## src/rtl/rotor_led_ctrl_if.sv

```systemverilog
// Rotary encoder and LED display signals of rotor_led_ctrl.
// The master side (board / bench) drives the rotor inputs; the slave side (controller) drives the display.
interface rotor_led_ctrl_if;
    logic       ROT_A;
    logic       ROT_B;
    logic       ROT_CENTER;
    logic [7:0] LED;
    logic       STEP_CW;
    logic       STEP_CCW;
    logic       MODE;

    modport master (
        output ROT_A, ROT_B, ROT_CENTER,
        input  LED, STEP_CW, STEP_CCW, MODE
    );

    modport slave (
        input  ROT_A, ROT_B, ROT_CENTER,
        output LED, STEP_CW, STEP_CCW, MODE
    );
endinterface

```

## src/rtl/rotor_led_ctrl.sv

```systemverilog
// Rotary encoder front end: sync + debounce, quadrature detent decode, pointer/position display.
// Define ROT_SATURATE_EN to make the position counter saturate instead of wrapping.
//
// state | meaning
// IDLE  | detent rest, {A,B}=11
// CW1   | clockwise, saw 01
// CW2   | clockwise, saw 00
// CW3   | clockwise, saw 10; 11 completes a CW step
// CCW1  | counter-clockwise, saw 10
// CCW2  | counter-clockwise, saw 00
// CCW3  | counter-clockwise, saw 01; 11 completes a CCW step
module rotor_led_ctrl #(
    parameter int unsigned DEBOUNCE_CYCLES = 50000
) (
    input logic             CLK50MHZ,
    input logic             RST,
    rotor_led_ctrl_if.slave rot
);

    localparam int CNT_W = 20;
    localparam logic [CNT_W-1:0] CNT_LAST = CNT_W'(DEBOUNCE_CYCLES - 1);

    localparam logic [2:0] S_IDLE = 3'd0;
    localparam logic [2:0] S_CW1  = 3'd1;
    localparam logic [2:0] S_CW2  = 3'd2;
    localparam logic [2:0] S_CW3  = 3'd3;
    localparam logic [2:0] S_CCW1 = 3'd4;
    localparam logic [2:0] S_CCW2 = 3'd5;
    localparam logic [2:0] S_CCW3 = 3'd6;

    // Bit order of the input vectors: [2]=centre, [1]=B, [0]=A; idle is C=0, B=1, A=1.
    localparam logic [2:0] IN_IDLE = 3'b011;

    logic [2:0]       sync1_q, sync2_q;
    logic [2:0]       deb_q, deb_d;
    logic [CNT_W-1:0] cnt_q [3];
    logic [CNT_W-1:0] cnt_d [3];
    logic [2:0]       state_q, state_d;
    logic             step_cw_q, step_cw_d;
    logic             step_ccw_q, step_ccw_d;
    logic             c_prev_q, c_rise_q;
    logic [7:0]       ptr_q, ptr_d;
    logic [7:0]       pos_q, pos_d;
    logic             mode_q;
    logic [7:0]       led_q;
    logic [1:0]       ab;

    assign ab = {deb_q[0], deb_q[1]};

    always_comb begin
        for (int i = 0; i < 3; i++) begin
            deb_d[i] = deb_q[i];
            cnt_d[i] = '0;
            if (sync2_q[i] != deb_q[i]) begin
                if (cnt_q[i] == CNT_LAST) begin
                    deb_d[i] = sync2_q[i];
                end else begin
                    cnt_d[i] = cnt_q[i] + 1'b1;
                end
            end
        end
    end

    // Illegal skips (both phases changing at once) abandon the detent without a step.
    always_comb begin
        state_d    = state_q;
        step_cw_d  = 1'b0;
        step_ccw_d = 1'b0;
        case (state_q)
            S_IDLE: begin
                if (ab == 2'b01)      state_d = S_CW1;
                else if (ab == 2'b10) state_d = S_CCW1;
            end
            S_CW1: begin
                if (ab == 2'b00)      state_d = S_CW2;
                else if (ab != 2'b01) state_d = S_IDLE;
            end
            S_CW2: begin
                if (ab == 2'b10)      state_d = S_CW3;
                else if (ab == 2'b01) state_d = S_CW1;
                else if (ab == 2'b11) state_d = S_IDLE;
            end
            S_CW3: begin
                if (ab == 2'b11) begin
                    state_d   = S_IDLE;
                    step_cw_d = 1'b1;
                end else if (ab == 2'b00) state_d = S_CW2;
                else if (ab == 2'b01)     state_d = S_IDLE;
            end
            S_CCW1: begin
                if (ab == 2'b00)      state_d = S_CCW2;
                else if (ab != 2'b10) state_d = S_IDLE;
            end
            S_CCW2: begin
                if (ab == 2'b01)      state_d = S_CCW3;
                else if (ab == 2'b10) state_d = S_CCW1;
                else if (ab == 2'b11) state_d = S_IDLE;
            end
            S_CCW3: begin
                if (ab == 2'b11) begin
                    state_d    = S_IDLE;
                    step_ccw_d = 1'b1;
                end else if (ab == 2'b00) state_d = S_CCW2;
                else if (ab == 2'b10)     state_d = S_IDLE;
            end
            default: state_d = S_IDLE;
        endcase
    end

    always_comb begin
        ptr_d = ptr_q;
        pos_d = pos_q;
        if (step_cw_q) begin
            ptr_d = {ptr_q[6:0], ptr_q[7]};
`ifdef ROT_SATURATE_EN
            if (pos_q != 8'hFF) pos_d = pos_q + 8'd1;
`else
            pos_d = pos_q + 8'd1;
`endif
        end else if (step_ccw_q) begin
            ptr_d = {ptr_q[0], ptr_q[7:1]};
`ifdef ROT_SATURATE_EN
            if (pos_q != 8'h00) pos_d = pos_q - 8'd1;
`else
            pos_d = pos_q - 8'd1;
`endif
        end
    end

    // The centre edge is delayed one extra stage so it lines up with a step decoded
    // from a phase that was debounced in the same cycle.
    always_ff @(posedge CLK50MHZ or negedge RST) begin
        if (!RST) begin
            sync1_q    <= IN_IDLE;
            sync2_q    <= IN_IDLE;
            deb_q      <= IN_IDLE;
            for (int i = 0; i < 3; i++) cnt_q[i] <= '0;
            state_q    <= S_IDLE;
            step_cw_q  <= 1'b0;
            step_ccw_q <= 1'b0;
            c_prev_q   <= 1'b0;
            c_rise_q   <= 1'b0;
            ptr_q      <= 8'h01;
            pos_q      <= 8'h00;
            mode_q     <= 1'b0;
            led_q      <= 8'h01;
        end else begin
            sync1_q    <= {rot.ROT_CENTER, rot.ROT_B, rot.ROT_A};
            sync2_q    <= sync1_q;
            deb_q      <= deb_d;
            for (int i = 0; i < 3; i++) cnt_q[i] <= cnt_d[i];
            state_q    <= state_d;
            step_cw_q  <= step_cw_d;
            step_ccw_q <= step_ccw_d;
            c_prev_q   <= deb_q[2];
            c_rise_q   <= deb_q[2] & ~c_prev_q;
            ptr_q      <= ptr_d;
            pos_q      <= pos_d;
            mode_q     <= mode_q ^ c_rise_q;
            led_q      <= mode_q ? pos_q : ptr_q;
        end
    end

    assign rot.LED      = led_q;
    assign rot.STEP_CW  = step_cw_q;
    assign rot.STEP_CCW = step_ccw_q;
    assign rot.MODE     = mode_q;

endmodule

```

## src/flat_wrapper.sv

```systemverilog
// flat-port wrapper written by rule: the top's interface ports become plain ports
module rotor_led_ctrl_flat 
#(
    parameter int unsigned DEBOUNCE_CYCLES = 50000
)
  (CLK50MHZ, RST, rot_ROT_A, rot_ROT_B, rot_ROT_CENTER, rot_LED, rot_STEP_CW, rot_STEP_CCW, rot_MODE);
  rotor_led_ctrl_if rot_i ();
  input logic CLK50MHZ;
  input logic RST;
  input wire logic [$bits(rot_i.ROT_A)-1:0] rot_ROT_A;
  input wire logic [$bits(rot_i.ROT_B)-1:0] rot_ROT_B;
  input wire logic [$bits(rot_i.ROT_CENTER)-1:0] rot_ROT_CENTER;
  output wire logic [$bits(rot_i.LED)-1:0] rot_LED;
  output wire logic [$bits(rot_i.STEP_CW)-1:0] rot_STEP_CW;
  output wire logic [$bits(rot_i.STEP_CCW)-1:0] rot_STEP_CCW;
  output wire logic [$bits(rot_i.MODE)-1:0] rot_MODE;
  assign rot_i.ROT_A = rot_ROT_A;
  assign rot_i.ROT_B = rot_ROT_B;
  assign rot_i.ROT_CENTER = rot_ROT_CENTER;
  assign rot_LED = rot_i.LED;
  assign rot_STEP_CW = rot_i.STEP_CW;
  assign rot_STEP_CCW = rot_i.STEP_CCW;
  assign rot_MODE = rot_i.MODE;
  rotor_led_ctrl #(.DEBOUNCE_CYCLES(DEBOUNCE_CYCLES)) u_core (.CLK50MHZ(CLK50MHZ), .RST(RST), .rot(rot_i));
endmodule
```

## config.mk

```make
export PLATFORM = sky130hd
export DESIGN_NAME = rotor_led_ctrl_flat
export DESIGN_NICKNAME = d
export VERILOG_FILES = /design/src/rtl/rotor_led_ctrl_if.sv /design/src/rtl/rotor_led_ctrl.sv /design/src/flat_wrapper.sv
export SDC_FILE = /design/constraint.sdc
export NUM_CORES = 1
export LEC_CHECK = 0
export BUFFER_PORTS_ARGS = -buffer_cell sky130_fd_sc_hd__buf_2
export CORE_AREA = 8 8 100 102
export CTS_CLUSTER_SIZE = 12
export DETAILED_ROUTE_END_ITERATION = 8
export DIE_AREA = 0 0 108 110
export GPL_ROUTABILITY_DRIVEN = 1
export HOLD_SLACK_MARGIN = 0.05
export PLACE_DENSITY = 0.76
export SYNTH_ARGS = -nofsm -noshare
export SYNTH_HDL_FRONTEND = slang
export SYNTH_SLANG_ARGS = --single-unit
```

## constraint.sdc

```tcl
create_clock -name CLK50MHZ -period 3.09 [get_ports CLK50MHZ]
set_input_delay 0.1545 -clock CLK50MHZ [delete_from_list [all_inputs] [get_ports CLK50MHZ]]
set_output_delay 0.1545 -clock CLK50MHZ [all_outputs]
set_load 0.005 [all_outputs]
```

### After elaboration in Yosys (flattened, before gate mapping)

Index checks and enable logic that the tools add are counted.

* add/subtract/negate cells: 5
* multipliers: 0
* div/mod/pow operators: 0
* $lt $le $gt $ge: 0
* eq/ne operators: 22
* shifts and indexed selects: 0
* mux-type cells: 32
* bitwise operators: 3
* reductions and logical operators: 7

Operators by type and width (count)
* two-way mux 20 bit: 6
* adder 20 x 1 -> 20 bit (second input constant): 3
* == test 20 x 16 -> 1 bit (second input constant): 3
* two-way mux 3 bit: 17
* two-way mux 8 bit: 5
* case mux 3 bit (7 select lines): 1
* == test 3 bit (second input constant): 3
* inequality test 3 x 1 -> 1 bit (second input constant): 3
* adder 8 x 1 -> 8 bit (second input constant): 1
* inequality test 4 x 1 -> 1 bit (second input constant): 2
* subtractor 8 x 1 -> 8 bit (second input constant): 1
* == test 3 x 2 -> 1 bit (second input constant): 2
* AND reduction 2 bit: 3
* AND reduction 5 bit: 1
* == test 2 bit (second input constant): 2
* == test 3 x 1 -> 1 bit (second input constant): 1
* zero test 3 bit: 1
* two-way mux 1 bit: 3
* inequality test 1 bit: 3
* == test 2 x 1 -> 1 bit (second input constant): 1
* zero test 2 bit: 1
* inequality test 2 x 1 -> 1 bit (second input constant): 1
* inequality test 2 bit (second input constant): 1
* nonzero test 2 bit: 1
* other kinds (3): 3

* flip-flop bits (word level): 101
* bits in latches: 0
* memory bits (writable): 0
* memory bits (read-only): 0
* input bits: 5
* logic and storage cells: 86
* memories kept: 0

### Logic depth before layout (Yosys ltp)

* word-level depth: 5
* mapped depth: 7
* mapped depth without buffers: 6

### Worst setup path after synthesis

OpenSTA, ideal clock, no wires.

* path type: reg-to-reg
* start: register u_core.step_cw_q (netlist: u_core.rot.STEP_CW)
* end: register u_core.pos_q[6]
* setup time: 0.070 ns
* data arrival time: 2.117 ns
* data required time: 3.020 ns
* setup slack: 0.904 ns
* stages on the path, launching flop included: 8
* period minus slack after synthesis: 2.186 ns
* cells stage by stage: dfrtp_1 -> clkbuf_1 -> inv_1 -> fa_1 -> a21o_1 -> a31o_1 -> a2111oi_0 -> nand3b_1

* longest elaborated chain between the ends: 1

Ends and longest elaborated chain
* start: declaration: line rotor_led_ctrl.sv:39 `logic step_cw_q, step_cw_d;`
* start signal: assignment: line rotor_led_ctrl.sv:153 `step_cw_q <= step_cw_d;`
* two-way mux 8 bit or nonzero test 2 bit (tied branches)
* end signal: assignment: line rotor_led_ctrl.sv:158 `pos_q <= pos_d;`
* end: declaration: line rotor_led_ctrl.sv:43 `logic [7:0] pos_q, pos_d;`

Parallel ways exist; a longest one is shown, timed or not.
A chain may end at the register's enable or synchronous reset.

### Worst setup path in the final report

* start: register u_core.step_cw_q (netlist: u_core.rot.STEP_CW)
* end: register u_core.pos_q[5]

Same word-level chain as after synthesis.

==> flow_metrics.env <==
export IMPL_placed_cells=593
export IMPL_p_per_area_nw_per_um2=404
export IMPL_seq_area_frac_synth_pct=51.3
export IMPL_die_x_um=108
export IMPL_nFillCells=690
export IMPL_wl_per_cell_um=14.6
export IMPL_io_buffer_count=15
export IMPL_h_tree_depth=3
export IMPL_grt_antenna_before_repair=0
export IMPL_yosys_warnings=0
export IMPL_cts_setup_buffers=0
export IMPL_fin_skew_ns=0.00835
export IMPL_grt_pass1_vias=3450
export IMPL_grt_usage_pct=16.4
export IMPL_worstHoldPathType="in2async"
export IMPL_peakVddDrop_mv=0.280
export IMPL_crit_type="reg2reg"
export IMPL_final_max_slew_viol_count=0
export IMPL_rows=34
export IMPL_drt_first_pass_iters=5
export IMPL_rsz0062_at_grt="no"
export IMPL_clock_sinks=101
export IMPL_wirelength_um=8950
export IMPL_p_leak_nw=2.30
export IMPL_setup_tns_ns=0
export IMPL_multi_input_area_um2=2300
export IMPL_start_kind="register"
export IMPL_worst_slack_ns=0.939
export IMPL_vias=3546
export IMPL_die_area_um2=11900
export IMPL_grt_pass1_wl_um=15700
export IMPL_clk_pin_slew_worst_paths_ns=0.09
export IMPL_max_slew_margin_pct=39.4
export IMPL_place_congestion=0.810
export IMPL_ctsHoldBuffers=4
export IMPL_numCtsBuffers=9
export IMPL_placed_cell_area_um2=5150
export IMPL_r2r_slack_ns=0.94
export IMPL_final_util_pct=63.4
export IMPL_die_h_um=110
export IMPL_regArea_um2=2540
export IMPL_hold_viol_final=0
export IMPL_cts_resized=0
export IMPL_maxCapViolCount=0
export IMPL_vias_per_cell=5.78
export IMPL_crit_path_end_kind="register"
export IMPL_drc=0
export IMPL_core_um2=8470
export IMPL_dp_hpwl_um=6150
export IMPL_synth_top_flop_cell="dfrtp_1"
export IMPL_pin_count=16
export IMPL_fin_crit_sh_pct=69.6
export IMPL_finalPower_mw=2.17
export IMPL_cts_tree="built"
export IMPL_grt_max_degree=48
export IMPL_tightestPinTransition_ns=0.907
export IMPL_synth_cells=478
export IMPL_crit_fanout=8
export IMPL_diodes=0
export IMPL_whs_ns=0.330
export IMPL_insertion_delay_ns=0.37
export IMPL_synth_ff_latch_count=101
export IMPL_setup_violations_final=0
export IMPL_outcome="finished clean"
export IMPL_overflow=0
export IMPL_avgSynthCellArea_um2=10.4
export IMPL_netlist_cell_type_count=56
export IMPL_r2r_start="u_core.rot.STEP_CW$_DFF_PN0_"
export IMPL_final_cell_area_um2=5370
export IMPL_ant_nets=0
export IMPL_start_util_pct=58.5
export IMPL_r2r_cells=6
export IMPL_syn_area_um2=4950
export IMPL_mappedNetlistNets=493
export IMPL_post_place_ws_ns=0.972
export IMPL_final_layout_size_suffix_gt1_share_pct=12.9
export IMPL_nets=515
export IMPL_reg2reg_to="u_core.pos_q[5]$_DFFE_PN0P_"
export IMPL_area_delta_synth_final_pct=8.37
export IMPL_initialDrtViolationCount=126
export IMPL_synth_edf_count=0
export IMPL_fmax_mhz=465
export IMPL_timing_final_crit_period_ns=2.15
export IMPL_required_ns=3.39
export IMPL_clockRootBuffer="clkbuf_8"
export IMPL_clk_path_buf_depth=2
export IMPL_fin_cells=613
export IMPL_crit_arrival_ns=2.45
export IMPL_async_flop_share_pct=100
## power breakdown
| part | internal [mW] | switching (mW) |
|---|---|---|
| Combinational | 0.0222 | 0.0483 |
| Sequential | 1.34 | 0.0123 |
| Clock | 0.318 | 0.432 |
## worst max-delay path: stages, from the launching register on
cell       delay [ns]
dfrtp_1          0.38
inv_1            0.26
ha_1             0.31
a211oi_1         0.32
o21bai_1         0.16
a2111oi_0        0.49
nand3b_1         0.17
## how the worst max path moves through the flow
| stage | startpoint | slack, ns | depth (start not counted) | end |
|---|---|---|---|---|
| final | u_core.rot.STEP_CW$_DFF_PN0_ | 0.94 | 6 | u_core.pos_q[5]$_DFFE_PN0P_ |
| after detailed placement | u_core.cnt_q[20]$_DFF_PN0_ | 0.97 | 4 | u_core.cnt_q[32]$_DFF_PN0_ |
| after global routing | u_core.rot.STEP_CW$_DFF_PN0_ | 0.76 | 6 | u_core.pos_q[5]$_DFFE_PN0P_ |
| after floorplan | u_core.rot.STEP_CW$_DFF_PN0_ | 0.90 | 7 | u_core.pos_q[6]$_DFFE_PN0P_ |
| after global placement | u_core.cnt_q[20]$_DFF_PN0_ | 1.03 | 4 | u_core.cnt_q[35]$_DFF_PN0_ |
| after CTS | u_core.rot.STEP_CW$_DFF_PN0_ | 0.95 | 6 | u_core.pos_q[5]$_DFFE_PN0P_ |
## layout make-up
type,instances,area share (%)
flip-flops and latches,101,47.3
multi-input cells,347,42.8
repair buffers,25,3.03
clock buffers,13,2.78
well taps,108,2.52
inverters,16,1.12
clock inverters,3,0.420
## layer usage
metal  up-vias  global-route usage, %  share of wire, %
met3        12                   4.07               3.9
met5         -                      0                 0
li1       1742                      -                 -
met4         0                   6.14               1.4
met1      1734                   20.3                47
met2        58                   27.2                48
## layout by cell type (no fill, tap or decap), drive strengths merged, types with 3 or more instances in the layout
master	netlist	final
a211oi	3	3
a21o	5	5
a21oi	18	18
and2	3	3
and3	4	4
and4	3	3
buf	4	21
clkbuf	10	13
clkinv	0	3
dfrtp	93	93
dfstp	8	8
dlygate4sd3	0	4
ha	9	9
inv	16	16
mux2	12	12
mux2i	9	9
nand2	32	32
nand3	27	27
nand3b	4	4
nand4	15	15
nor2	59	59
nor3	11	11
nor4	20	20
o21ai	24	24
o31ai	4	4
o41ai	3	3
or3	8	8
or4	4	4
xnor2	33	33
xor2	16	16
## cells by family (layout without fill, tap and decap cells)
logic type               after synthesis  after routing  synth area share (%)
AND/OR/NAND/NOR                      200            200                  21.4
multiplexers                          21             21                  4.55
AO/OA/AOI/OAI                         67             67                  9.02
buffers and inverters                 30             57                  2.43
XOR/XNOR                              49             49                  8.67
adder cells (fa/ha/maj)               10             10                  2.68
flip-flops                           101            101                  51.3
## synthesized netlist by cell type, types with 8 or more instances
cell | n | area, µm²
dfrtp_1 | 93 | 2330
nor2_1 | 59 | 221
xnor2_1 | 33 | 289
nand2_1 | 32 | 120
nand3_1 | 26 | 130
o21ai_0 | 19 | 95.1
nor4_1 | 18 | 113
a21oi_1 | 17 | 85.1
inv_1 | 16 | 60.1
xor2_1 | 16 | 140
nand4_1 | 12 | 75.1
nor3_1 | 11 | 55.1
clkbuf_1 | 10 | 37.5
mux2_2 | 10 | 113
ha_1 | 9 | 113
mux2i_1 | 9 | 90.1
dfstp_2 | 8 | 210
## registers in the layout (all words and copies together), names as in the netlist
| register | count |
|---|---|
| u_core.c_prev_q | 1 |
| u_core.pos_q | 8 |
| u_core.rot.MODE | 1 |
| u_core.rot.LED | 8 |
| u_core.rot.STEP_CCW | 1 |
| u_core.state_q | 3 |
| u_core.cnt_q | 60 |
| u_core.c_rise_q | 1 |
| u_core.ptr_q | 8 |
| u_core.rot.STEP_CW | 1 |
| u_core.deb_q | 3 |
| u_core.sync2_q | 3 |
| u_core.sync1_q | 3 |
Power figures use the tool's default switching activity.
